`src/rtl/lfsr_decrypt_pkg.sv`:
```
// -----------------------------------------------------------------------------
// lfsr_decrypt_pkg
// Shared definitions for the LFSR decryption sequencer:
//   - TAP_TABLE  : the nine candidate 7-bit feedback tap patterns, index 0..8
//   - state_e    : sequencer FSM states
//   - SPACE_CHAR : the known preamble character used to identify the tap/seed
//   - lfsr_step  : one shift of the 7-bit Fibonacci LFSR
// -----------------------------------------------------------------------------
package lfsr_decrypt_pkg;

  localparam int NUM_TAPS = 9;

  // Packed so that TAP_TABLE[k] is entry k (entry 0 is the rightmost element).
  localparam logic [NUM_TAPS-1:0][6:0] TAP_TABLE = {
    7'h7B, 7'h7E, 7'h5C, 7'h69, 7'h6A, 7'h72, 7'h78, 7'h48, 7'h60
  };

  localparam logic [7:0] SPACE_CHAR = 8'h20;
  localparam logic [6:0] SPACE7     = SPACE_CHAR[6:0];

  typedef enum logic [2:0] {
    IDLE,
    ARMED,
    SEED,
    CHECK,
    DECRYPT_RD,
    DECRYPT_WR,
    DONE
  } state_e;

  // Shift left, feeding back the parity of the tapped bits into bit 0.
  function automatic logic [6:0] lfsr_step(input logic [6:0] s, input logic [6:0] tap);
    return {s[5:0], ^(s & tap)};
  endfunction

endpackage

```
`src/rtl/lfsr_decrypt_seq_if.sv`:
```
// -----------------------------------------------------------------------------
// lfsr_decrypt_seq_if
// Bundles the start/complete handshake and the data-memory port of the
// decryption sequencer.
//   req         : start request (host -> sequencer)
//   ack/err     : run complete / no tap pattern matched
//   pat_idx     : matched tap index, valid with ack
//   dm_addr     : data memory address
//   dm_rd_data  : synchronous read data, one cycle after dm_addr
//   dm_wr_en    : write strobe, dm_wr_data : write data
//   par_err_cnt : ciphertext parity-failure count (zero unless enabled)
// Modports: master = sequencer side, slave = host/memory side.
// -----------------------------------------------------------------------------
interface lfsr_decrypt_seq_if #(
  parameter int AW = 8
);
  logic          req;
  logic          ack;
  logic          err;
  logic [3:0]    pat_idx;
  logic [AW-1:0] dm_addr;
  logic [7:0]    dm_rd_data;
  logic          dm_wr_en;
  logic [7:0]    dm_wr_data;
  logic [6:0]    par_err_cnt;

  modport master (
    input  req, dm_rd_data,
    output ack, err, pat_idx, dm_addr, dm_wr_en, dm_wr_data, par_err_cnt
  );

  modport slave (
    output req, dm_rd_data,
    input  ack, err, pat_idx, dm_addr, dm_wr_en, dm_wr_data, par_err_cnt
  );
endinterface

```
`src/rtl/lfsr_decrypt_seq_lfsr7.sv`:
```
// -----------------------------------------------------------------------------
// lfsr7_reg
// 7-bit LFSR state register shared by the tap search and the decrypt phase.
//   clk, rst_n : clock, asynchronous active-low reset (state clears to 0)
//   load, seed : load the seed value (has priority over step)
//   step, tap  : advance one LFSR step with the given tap pattern
//   state      : current register contents
// -----------------------------------------------------------------------------
module lfsr7_reg
  import lfsr_decrypt_pkg::*;
(
  input  logic       clk,
  input  logic       rst_n,
  input  logic       load,
  input  logic       step,
  input  logic [6:0] seed,
  input  logic [6:0] tap,
  output logic [6:0] state
);

  logic [6:0] state_q;
  logic [6:0] state_d;

  always_comb begin
    state_d = state_q;
    if (load) begin
      state_d = seed;
    end else if (step) begin
      state_d = lfsr_step(state_q, tap);
    end
  end

  always_ff @(posedge clk or negedge rst_n) begin
    if (!rst_n) begin
      state_q <= '0;
    end else begin
      state_q <= state_d;
    end
  end

  assign state = state_q;

endmodule

```
`src/rtl/lfsr_decrypt_seq.sv`:
```
// -----------------------------------------------------------------------------
// lfsr_decrypt_seq
// Decrypts MSG_LEN parity-tagged ciphertext bytes at CIPHER_BASE into
// plaintext at PLAIN_BASE. The tap pattern and start state are found by
// requiring the first PRE_CHECK bytes to decrypt to spaces; the lowest
// matching tap index wins.
// Ports:
//   clk    : system clock, rising edge
//   init_n : asynchronous active-low reset
//   bus    : lfsr_decrypt_seq_if.master (req/ack/err/pat_idx, memory port,
//            par_err_cnt)
// Memory timing: the address driven in cycle t is returned on dm_rd_data in
// cycle t+1. Each state therefore drives the address that the following
// state consumes; dm_addr/dm_wr_en/dm_wr_data are decoded from the state
// registers (and, in CHECK, from the compare result).
// Optional build macro: LFSR_DECRYPT_PARITY_CHK_EN enables the parity-failure
// counter; without it par_err_cnt is tied to zero.
// -----------------------------------------------------------------------------
module lfsr_decrypt_seq
  import lfsr_decrypt_pkg::*;
#(
  parameter int CIPHER_BASE = 64,
  parameter int PLAIN_BASE  = 0,
  parameter int MSG_LEN     = 64,
  parameter int PRE_CHECK   = 10,
  parameter int AW          = 8
) (
  input  logic               clk,
  input  logic               init_n,
  lfsr_decrypt_seq_if.master bus
);

  localparam logic [AW-1:0] CIPHER_A = AW'(CIPHER_BASE);
  localparam logic [AW-1:0] PLAIN_A  = AW'(PLAIN_BASE);
  localparam logic [6:0]    PRE_LAST = 7'(PRE_CHECK - 1);
  localparam logic [6:0]    MSG_LAST = 7'(MSG_LEN - 1);
  localparam logic [3:0]    LAST_PAT = 4'(NUM_TAPS - 1);

  state_e     state_q, state_d;
  logic [3:0] p_q, p_d;
  logic [6:0] i_q, i_d;
  logic [6:0] j_q, j_d;
  logic [6:0] seed_q, seed_d;
  logic       ack_q, ack_d;
  logic       err_q, err_d;
  logic [3:0] pat_idx_q, pat_idx_d;

  logic [6:0]    s_cur;
  logic [6:0]    s_adv;
  logic [6:0]    tap_sel;
  logic          s_load;
  logic          s_step;
  logic [6:0]    s_load_val;
  logic [6:0]    rd7;
  logic [AW-1:0] addr_c;
  logic          wr_en_c;
  logic [7:0]    wr_data_c;

  // p_q keeps the matched index through the decrypt phase, so one tap mux
  // serves both phases.
  assign tap_sel = TAP_TABLE[p_q];
  assign s_adv   = lfsr_step(s_cur, tap_sel);
  // Bit 7 is parity only and never enters the decryption.
  assign rd7     = bus.dm_rd_data[6:0];

  lfsr7_reg u_lfsr (
    .clk   (clk),
    .rst_n (init_n),
    .load  (s_load),
    .step  (s_step),
    .seed  (s_load_val),
    .tap   (tap_sel),
    .state (s_cur)
  );

  always_comb begin
    state_d    = state_q;
    p_d        = p_q;
    i_d        = i_q;
    j_d        = j_q;
    seed_d     = seed_q;
    ack_d      = ack_q;
    err_d      = err_q;
    pat_idx_d  = pat_idx_q;
    s_load     = 1'b0;
    s_step     = 1'b0;
    s_load_val = seed_q;
    addr_c     = '0;
    wr_en_c    = 1'b0;
    wr_data_c  = '0;

    case (state_q)
      IDLE: begin
        if (bus.req) begin
          state_d = ARMED;
        end
      end

      ARMED: begin
        // Prefetch byte 0 so SEED sees it on dm_rd_data.
        addr_c = CIPHER_A;
        if (!bus.req) begin
          p_d     = '0;
          state_d = SEED;
        end
      end

      SEED: begin
        // Byte 0 decrypts to a space, so its key is the LFSR start state.
        seed_d     = rd7 ^ SPACE7;
        s_load     = 1'b1;
        s_load_val = rd7 ^ SPACE7;
        i_d        = 7'd1;
        addr_c     = CIPHER_A + AW'(1);
        state_d    = CHECK;
      end

      CHECK: begin
        if ((rd7 ^ s_adv) == SPACE7) begin
          if (i_q == PRE_LAST) begin
            // Whole preamble matched: rewind to byte 0 for decryption.
            pat_idx_d  = p_q;
            s_load     = 1'b1;
            s_load_val = seed_q;
            j_d        = '0;
            state_d    = DECRYPT_RD;
          end else begin
            s_step  = 1'b1;
            i_d     = i_q + 7'd1;
            addr_c  = CIPHER_A + AW'(i_q + 7'd1);
          end
        end else begin
          // Refetch byte 0 for the next candidate's SEED cycle.
          addr_c = CIPHER_A;
          if (p_q == LAST_PAT) begin
            err_d   = 1'b1;
            ack_d   = 1'b1;
            state_d = DONE;
          end else begin
            p_d     = p_q + 4'd1;
            state_d = SEED;
          end
        end
      end

      DECRYPT_RD: begin
        addr_c  = CIPHER_A + AW'(j_q);
        state_d = DECRYPT_WR;
      end

      DECRYPT_WR: begin
        wr_en_c   = 1'b1;
        addr_c    = PLAIN_A + AW'(j_q);
        wr_data_c = {1'b0, rd7 ^ s_cur};
        s_step    = 1'b1;
        if (j_q == MSG_LAST) begin
          ack_d   = 1'b1;
          state_d = DONE;
        end else begin
          j_d     = j_q + 7'd1;
          state_d = DECRYPT_RD;
        end
      end

      DONE: begin
        if (bus.req) begin
          ack_d   = 1'b0;
          err_d   = 1'b0;
          state_d = ARMED;
        end
      end

      default: begin
        state_d = IDLE;
      end
    endcase
  end

  always_ff @(posedge clk or negedge init_n) begin
    if (!init_n) begin
      state_q   <= IDLE;
      p_q       <= '0;
      i_q       <= '0;
      j_q       <= '0;
      seed_q    <= '0;
      ack_q     <= 1'b0;
      err_q     <= 1'b0;
      pat_idx_q <= '0;
    end else begin
      state_q   <= state_d;
      p_q       <= p_d;
      i_q       <= i_d;
      j_q       <= j_d;
      seed_q    <= seed_d;
      ack_q     <= ack_d;
      err_q     <= err_d;
      pat_idx_q <= pat_idx_d;
    end
  end

  assign bus.ack        = ack_q;
  assign bus.err        = err_q;
  assign bus.pat_idx    = pat_idx_q;
  assign bus.dm_addr    = addr_c;
  assign bus.dm_wr_en   = wr_en_c;
  assign bus.dm_wr_data = wr_data_c;

`ifdef LFSR_DECRYPT_PARITY_CHK_EN
  logic [6:0] par_cnt_q, par_cnt_d;

  // DECRYPT_WR is the cycle in which the byte fetched by DECRYPT_RD is
  // visible, so the parity test lives there. Even parity: bit 7 must equal
  // the XOR of bits 6:0.
  always_comb begin
    par_cnt_d = par_cnt_q;
    if (state_q == ARMED && !bus.req) begin
      par_cnt_d = '0;
    end else if (state_q == DECRYPT_WR &&
                 (bus.dm_rd_data[7] != ^bus.dm_rd_data[6:0]) &&
                 par_cnt_q != 7'h7F) begin
      par_cnt_d = par_cnt_q + 7'd1;
    end
  end

  always_ff @(posedge clk or negedge init_n) begin
    if (!init_n) begin
      par_cnt_q <= '0;
    end else begin
      par_cnt_q <= par_cnt_d;
    end
  end

  assign bus.par_err_cnt = par_cnt_q;
`else
  // Parity bit has no consumer in this build.
  logic unused_parity_bit;
  assign unused_parity_bit = bus.dm_rd_data[7];
  assign bus.par_err_cnt   = '0;
`endif

endmodule

```
`src/flat_wrapper.sv`:
```
// flat-port wrapper written by rule: the top's interface ports become plain ports
module lfsr_decrypt_seq_flat import lfsr_decrypt_pkg::*;
#(
  parameter int CIPHER_BASE = 64,
  parameter int PLAIN_BASE  = 0,
  parameter int MSG_LEN     = 64,
  parameter int PRE_CHECK   = 10,
  parameter int AW          = 8
)
  (clk, init_n, bus_req, bus_dm_rd_data, bus_ack, bus_err, bus_pat_idx, bus_dm_addr, bus_dm_wr_en, bus_dm_wr_data, bus_par_err_cnt);
  lfsr_decrypt_seq_if #(.AW(AW)) bus_i ();
  input  logic clk;
  input  logic init_n;
  input wire logic [$bits(bus_i.req)-1:0] bus_req;
  input wire logic [$bits(bus_i.dm_rd_data)-1:0] bus_dm_rd_data;
  output wire logic [$bits(bus_i.ack)-1:0] bus_ack;
  output wire logic [$bits(bus_i.err)-1:0] bus_err;
  output wire logic [$bits(bus_i.pat_idx)-1:0] bus_pat_idx;
  output wire logic [$bits(bus_i.dm_addr)-1:0] bus_dm_addr;
  output wire logic [$bits(bus_i.dm_wr_en)-1:0] bus_dm_wr_en;
  output wire logic [$bits(bus_i.dm_wr_data)-1:0] bus_dm_wr_data;
  output wire logic [$bits(bus_i.par_err_cnt)-1:0] bus_par_err_cnt;
  assign bus_i.req = bus_req;
  assign bus_i.dm_rd_data = bus_dm_rd_data;
  assign bus_ack = bus_i.ack;
  assign bus_err = bus_i.err;
  assign bus_pat_idx = bus_i.pat_idx;
  assign bus_dm_addr = bus_i.dm_addr;
  assign bus_dm_wr_en = bus_i.dm_wr_en;
  assign bus_dm_wr_data = bus_i.dm_wr_data;
  assign bus_par_err_cnt = bus_i.par_err_cnt;
  lfsr_decrypt_seq #(.CIPHER_BASE(CIPHER_BASE), .PLAIN_BASE(PLAIN_BASE), .MSG_LEN(MSG_LEN), .PRE_CHECK(PRE_CHECK), .AW(AW)) u_core (.clk(clk), .init_n(init_n), .bus(bus_i));
endmodule
```
`config.mk`:
```
export PLATFORM = sky130hd
export DESIGN_NAME = lfsr_decrypt_seq_flat
export DESIGN_NICKNAME = d
export VERILOG_FILES = /design/src/rtl/lfsr_decrypt_pkg.sv /design/src/rtl/lfsr_decrypt_seq_if.sv /design/src/rtl/lfsr_decrypt_seq_lfsr7.sv /design/src/rtl/lfsr_decrypt_seq.sv /design/src/flat_wrapper.sv
export SDC_FILE = /design/constraint.sdc
export NUM_CORES = 1
export LEC_CHECK = 0
export ABC_AREA = 1
export BUFFER_PORTS_ARGS = -buffer_cell sky130_fd_sc_hd__clkbuf_2
export CORE_MARGIN = 4
export CORE_UTILIZATION = 40
export CTS_BUF_LIST = sky130_fd_sc_hd__clkbuf_8
export DETAILED_ROUTE_END_ITERATION = 10
export GPL_TIMING_DRIVEN = 0
export HOLD_SLACK_MARGIN = 0.06
export PLACE_DENSITY = 0.59
export SLEW_MARGIN = 0
export SYNTH_ARGS = -nofsm -noshare
export SYNTH_HDL_FRONTEND = slang
export SYNTH_SLANG_ARGS = --single-unit
export TNS_END_PERCENT = 20
```
`constraint.sdc`:
```
create_clock -name clk -period 4 [get_ports clk]
set_clock_uncertainty 0.1 [all_clocks]
set_input_delay 1 -clock clk [delete_from_list [all_inputs] [get_ports clk]]
set_output_delay 1 -clock clk [all_outputs]
set_load 0.05 [all_outputs]
```
After elaboration in Yosys (flattened, before gate mapping)

Memories as Yosys holds them, arrays and structs flattened.
Index checks and enable logic that the tools add are counted.

Bitwise operators: 4
$add $sub $neg: 6
Reduce and logical (&&, ||, !) cells: 16
Order comparisons: 1
Muxes and demuxes: 39
Equal/unequal tests: 22

Operator list:

| kind                | number |
|---|---|
| $mux 7              | 10 |
| $pmux 8 s5          | 1 |
| $pmux 7 s2          | 2 |
| $pmux 3 s6          | 1 |
| $mux 8              | 2 |
| $mux 3              | 5 |
| $add 7x1->7 const B | 2 |
| $eq 7x6->1 const B  | 2 |
| $xor 7x7->7         | 2 |
| $mux 4              | 3 |
| $ne 2x2->1 const B  | 6 |
| $reduce_and 4->1    | 3 |
| $ne 2x1->1 const B  | 5 |
| $reduce_bool 2->1   | 5 |
| $eq 3x3->1 const B  | 3 |
| $mux 1              | 9 |
| $reduce_and 3->1    | 3 |
| $add 7x1->8 const B | 1 |
| $add 7x7->8 const A | 1 |
| $add 7x8->8 const A | 1 |
| $pmux 4 s2          | 1 |
| $and 7x7->7         | 1 |
| $eq 7x4->1 const B  | 1 |
| $reduce_xor 7->1    | 1 |
| 14 further kinds    | 17 |

Memory bits (read-only): 112
Register bits after elaboration: 41
Input port bits: 11
Memories: 1
Word-level logic and storage cells: 98

Memories:

| name            | depth | bits a word | rd ports | clocked after memory_dff | write ports | RTL line               | RTL |
|---|---|---|---|---|---|---|---|
| (no name shown) | 16    | 7           | 1        | 0                        | 0           | lfsr_decrypt_seq.sv:61 | `assign tap_sel = TAP_TABLE[p_q];` |

Longest topological paths before layout

Depth in word-level cells: 10
Mapped depth: 19
Gate-level depth less buffers: 19

By module

Synthesis repeated with hierarchy kept, for this count alone.

Cell total of the unflattened synthesis: 411
Area, all modules: 2827.7 um^2

Modules (own cells, without submodules):

| module           | area an instance (um^2) | instances | cells an instance |
|---|---|---|---|
| lfsr_decrypt_seq | 2356.0                  | 1         | 337 |
| lfsr7_reg        | 471.7                   | 1         | 74 |

Least setup slack after synthesis

Ideal clock, no wire load.

Kind: input -> output
Start point: in bus_dm_rd_data[2]
End point: out bus_dm_addr[0]
Arrival: 2986 ps
Setup slack: -86 ps
Cell stages on the path: 11
Cell sequence: inv_1 > nor2_1 > nor3_1 > nand3_1 > nor3_1 > nand2_4 > nor2_8 > nand3_4 > nand2_4 > o21ai_1 > a21oi_1

Word-level cells in the longest chain between the ends: 4

Ends and longest elaborated chain:

| element            | RTL line                | RTL |
|---|---|---|
| start: declaration | flat_wrapper.sv:15      | `input wire logic [$bits(bus_i.dm_rd_data)-1:0] bus_dm_rd_data;` |
| $xor 7x7->7        | lfsr_decrypt_seq.sv:119 | `if ((rd7 ^ s_adv) == SPACE7) begin` |
| $eq 7x6->1         | lfsr_decrypt_seq.sv:119 |  |
| $mux 8             | lfsr_decrypt_seq.sv:119 |  |
| $pmux 8 s5         | lfsr_decrypt_seq.sv:92  | `case (state_q)` |
| end: declaration   | flat_wrapper.sv:19      | `output wire logic [$bits(bus_i.dm_addr)-1:0] bus_dm_addr;` |

Every way passes these cells.

Final worst setup path

Start point: in bus_dm_rd_data[2]
End point: out bus_dm_addr[1]

Same word-level chain as after synthesis.

==> out/results.txt <==
run status: complete, no violations
Logic pwr share: 52.5%
Synth top area share: 36.5%
Final period util: 97.3%
Starting Density: 41.4%
Setup Total Neg Slack: 0 ps
area delta synth->final: 19.2%
Post-DP HPWL: 4990 um
Peak VDD IR: 225 uV
CTS max path bufs: 2
RSZ-0062 raised after global routing: yes
CP Max Fanout: 4
# hold bufs at CTS: 0
drt wl/cell: 12.0 um
clock tree from TritonCTS: done
Synth Area in Adders: 3.56%
htree depth: 2
IO buf count: 31
layout cells sized above 1: 22.7%
endpoints failing hold: 0
dominant cell type by area after synthesis: dfrtp_1
TritonCTS buffer count: 5
Worst-path clk slew: 80 ps
CTS Sinks: 41
initial antenna violation count: 0
Max transition margin: 31.0%
Internal: 1.05 mW
sequential cell area fraction in the yosys report: 36.5%
largest family of logic cells by synthesized area: simple AND/OR/NAND/NOR gates
Tot GR Track Use: 16.0%
Worst Setup End Kind: output pin
Vias: 2612
crit path time final: 3890 ps
Final Wtd Congestion: 0.887
drt first-iter violations: 119
mux cell area share after synthesis: 0%
grt ovf: 0
simple logic cell fraction of the synthesized area: 33.9%
Post-synth ARST share: 100%
Arrival @ worst endpoint: 2790 ps
DR pass1 iterations: 6
DIE WIDTH: 91.9 um
Psw: 0.930 mW
CTS root buffer: clkbuf_8
most frequent cell after synthesis: nand2_1
Yosys Warn Count: 0
Leakage: 1.67 nW
hold_sp: u_core.bus.pat_idx[0]
Mapped Cells: 394
worst endpoint required time: 2900 ps
Final Net Count: 467
Synth cell types: 32
min-delay worst type: register to register
worst slew pin tran: 1030 ps
synthesized area: 2810 sq um
synth cell count leaders: nand2_1 (85), inv_1 (54), dfrtp_1 (41), nand3_1 (41), o21ai_0 (34)
Setup CP Type: input port to output pin
Clk pwr share: 17.4%
largest net degree at the start of global routing: 42
Slew Viols, Final: 0
I/O pins: 41
Post-Syn Area per Cell: 7.14 sq um
top_reg_cell synth: dfrtp_1
worst flop-to-flop path startpoint: u_core.p_q[0]
Reg2Reg Setup Slack: 1430 ps
drt total wl: 6570 um
Sw Share: 46.9%
CORE AREA: 6790 sq um
max cap viols: 0
post-route ant nets: 0
Clock Latency Late Sink: 300 ps
die height: 91.9 um
Synth Area in Compound Gates: 11.7%
register share of total power: 30.1%
synth top area cells: dfrtp_1 (36%), nand2_1 (11%), nand3_1 (7.3%)
Synth Register Bits: 41
Max Clock Freq: 257 MHz
first-pass GRT wire length: 11100 um
FP Rows: 30
power density over the cells: 592 nW/um^2
setup violators final: 0
DIE AREA: 8440 sq um
hold slack: 388 ps
residual DRC count: 0
ant diodes: 0
vias in the first global route: 2346
Worst setup SP type: input port
Post-synth EDFFs: 0
Critical path origin: bus_dm_rd_data[2]
xor/xnor cell area share of the yosys netlist: 3.74%
via density per instance: 4.79
## cell type report
class,count,area [sq um]
Buffer,12,76.3
Clock inverter,3,46.3
Inverter,58,218
Tap cell,96,120
Timing Repair Buffer,40,240
Sequential cell,41,1030
Fill cell,694,3440
Clock buffer,5,68.8
Multi-Input combinational cell,290,1560
## final timing paths
kind | end | depth (start not counted)
max in group asynchronous | u_core.u_lfsr.state[0] | 1
worst max-delay path | bus_dm_addr[1] | 12
worst max register to register | u_core.u_lfsr.state[4] | 19
worst min-delay path | u_core.bus.pat_idx[0] | 2
worst min register to register | u_core.bus.pat_idx[0] | 2
min in group asynchronous | u_core.i_q[3] | 1
## metrics by stage
| step | util (%) | instances | power, mW | cell area [sq um] | worst slack (ps) |
|---|---|---|---|---|---|
| 2_1_floorplan | - | 401 | 1.36 | 2840 | 62.6 |
| 3_3_place_gp | 45.9 | 528 | 1.55 | 3120 | -157 |
| 3_5_place_dp | 45.9 | 528 | 1.57 | 3120 | -186 |
| 4_1_cts | 47.8 | 537 | 1.93 | 3250 | 23.2 |
| 5_1_grt | 49.3 | 545 | 2.18 | 3350 | -38.6 |
| 6_report | 49.3 | 545 | 1.98 | 3350 | 109 |
## power by group through the flow
stage | sequential, mW | clock [mW] | combinational [mW]
after CTS | 0.601 | 0.354 | 0.973
final | 0.598 | 0.345 | 1.04
after global placement | 0.608 | 0 | 0.941
after detailed placement | 0.611 | 0 | 0.955
after global routing | 0.618 | 0.370 | 1.19
after floorplan | 0.586 | 0 | 0.771
## kinds of logic (layout without fill, tap and decap cells)
kind of cell / Yosys count / in the layout
fa+ha+maj: 8 / 8
flops: 41 / 41
compound gates: 63 / 63
other cells: 1 / 8
xor+xnor: 12 / 12
buf+inv: 70 / 118
simple gates: 199 / 199
## flip-flops by register name, indices dropped and copies added, names as in the netlist
register	flops
u_core.bus.pat_idx	4
u_core.j_q	7
u_core.i_q	7
u_core.bus.err	1
u_core.state_q	3
u_core.u_lfsr.state	7
u_core.seed_q	7
u_core.p_q	4
u_core.bus.ack	1
## routing by layer
metal	vias up	track usage (%)	routed length, um	part of all wire [%]
li1	1364	-	-	-
met2	45	25.5	3030	46
met5	-	0	0	0
met3	4	2.79	225	3.4
met1	1199	23.0	3270	50
met4	0	2.97	42	0.64
## timing repair
action,4_1_cts,5_1_grt
setup endpoints to repair,7,11
pin swaps,0,0
setup buffers,1,8
resized for setup,4,18
## worst max-delay path, stage by stage
cell	delay (ps)
clkbuf_2	120
inv_1	70
nor2_1	40
nor3_1	180
nand3_1	120
nor3_2	300
nand2_4	120
nor2_8	120
nand3_4	120
or2_4	280
a21oi_2	130
buf_6	170
## cell usage in the layout, fill, tap and decap left out, types with 2 or more instances in the layout
| master | Yosys | final |
|---|---|---|
| nand2_1 | 85 | 85 |
| inv_1 | 54 | 51 |
| dfrtp_1 | 41 | 41 |
| nand3_1 | 41 | 40 |
| o21ai_0 | 34 | 34 |
| nor2_1 | 31 | 29 |
| clkbuf_2 | 0 | 26 |
| a21oi_1 | 20 | 19 |
| buf_4 | 8 | 18 |
| or2_2 | 9 | 9 |
| nand2_2 | 8 | 8 |
| xor2_1 | 8 | 8 |
| ha_1 | 8 | 8 |
| conb_1 | 1 | 8 |
| inv_2 | 4 | 7 |
| nand3_2 | 4 | 5 |
| nand4_1 | 5 | 5 |
| o21ai_1 | 5 | 5 |
| clkbuf_8 | 0 | 5 |
| nor2_2 | 2 | 4 |
| nor3_1 | 5 | 4 |
| clkbuf_1 | 3 | 3 |
| a21oi_2 | 2 | 3 |
| xnor2_1 | 4 | 3 |
| nor4_1 | 2 | 2 |
| buf_2 | 1 | 2 |
| buf_6 | 0 | 2 |
Note: power is estimated with default switching activity, not from simulation.
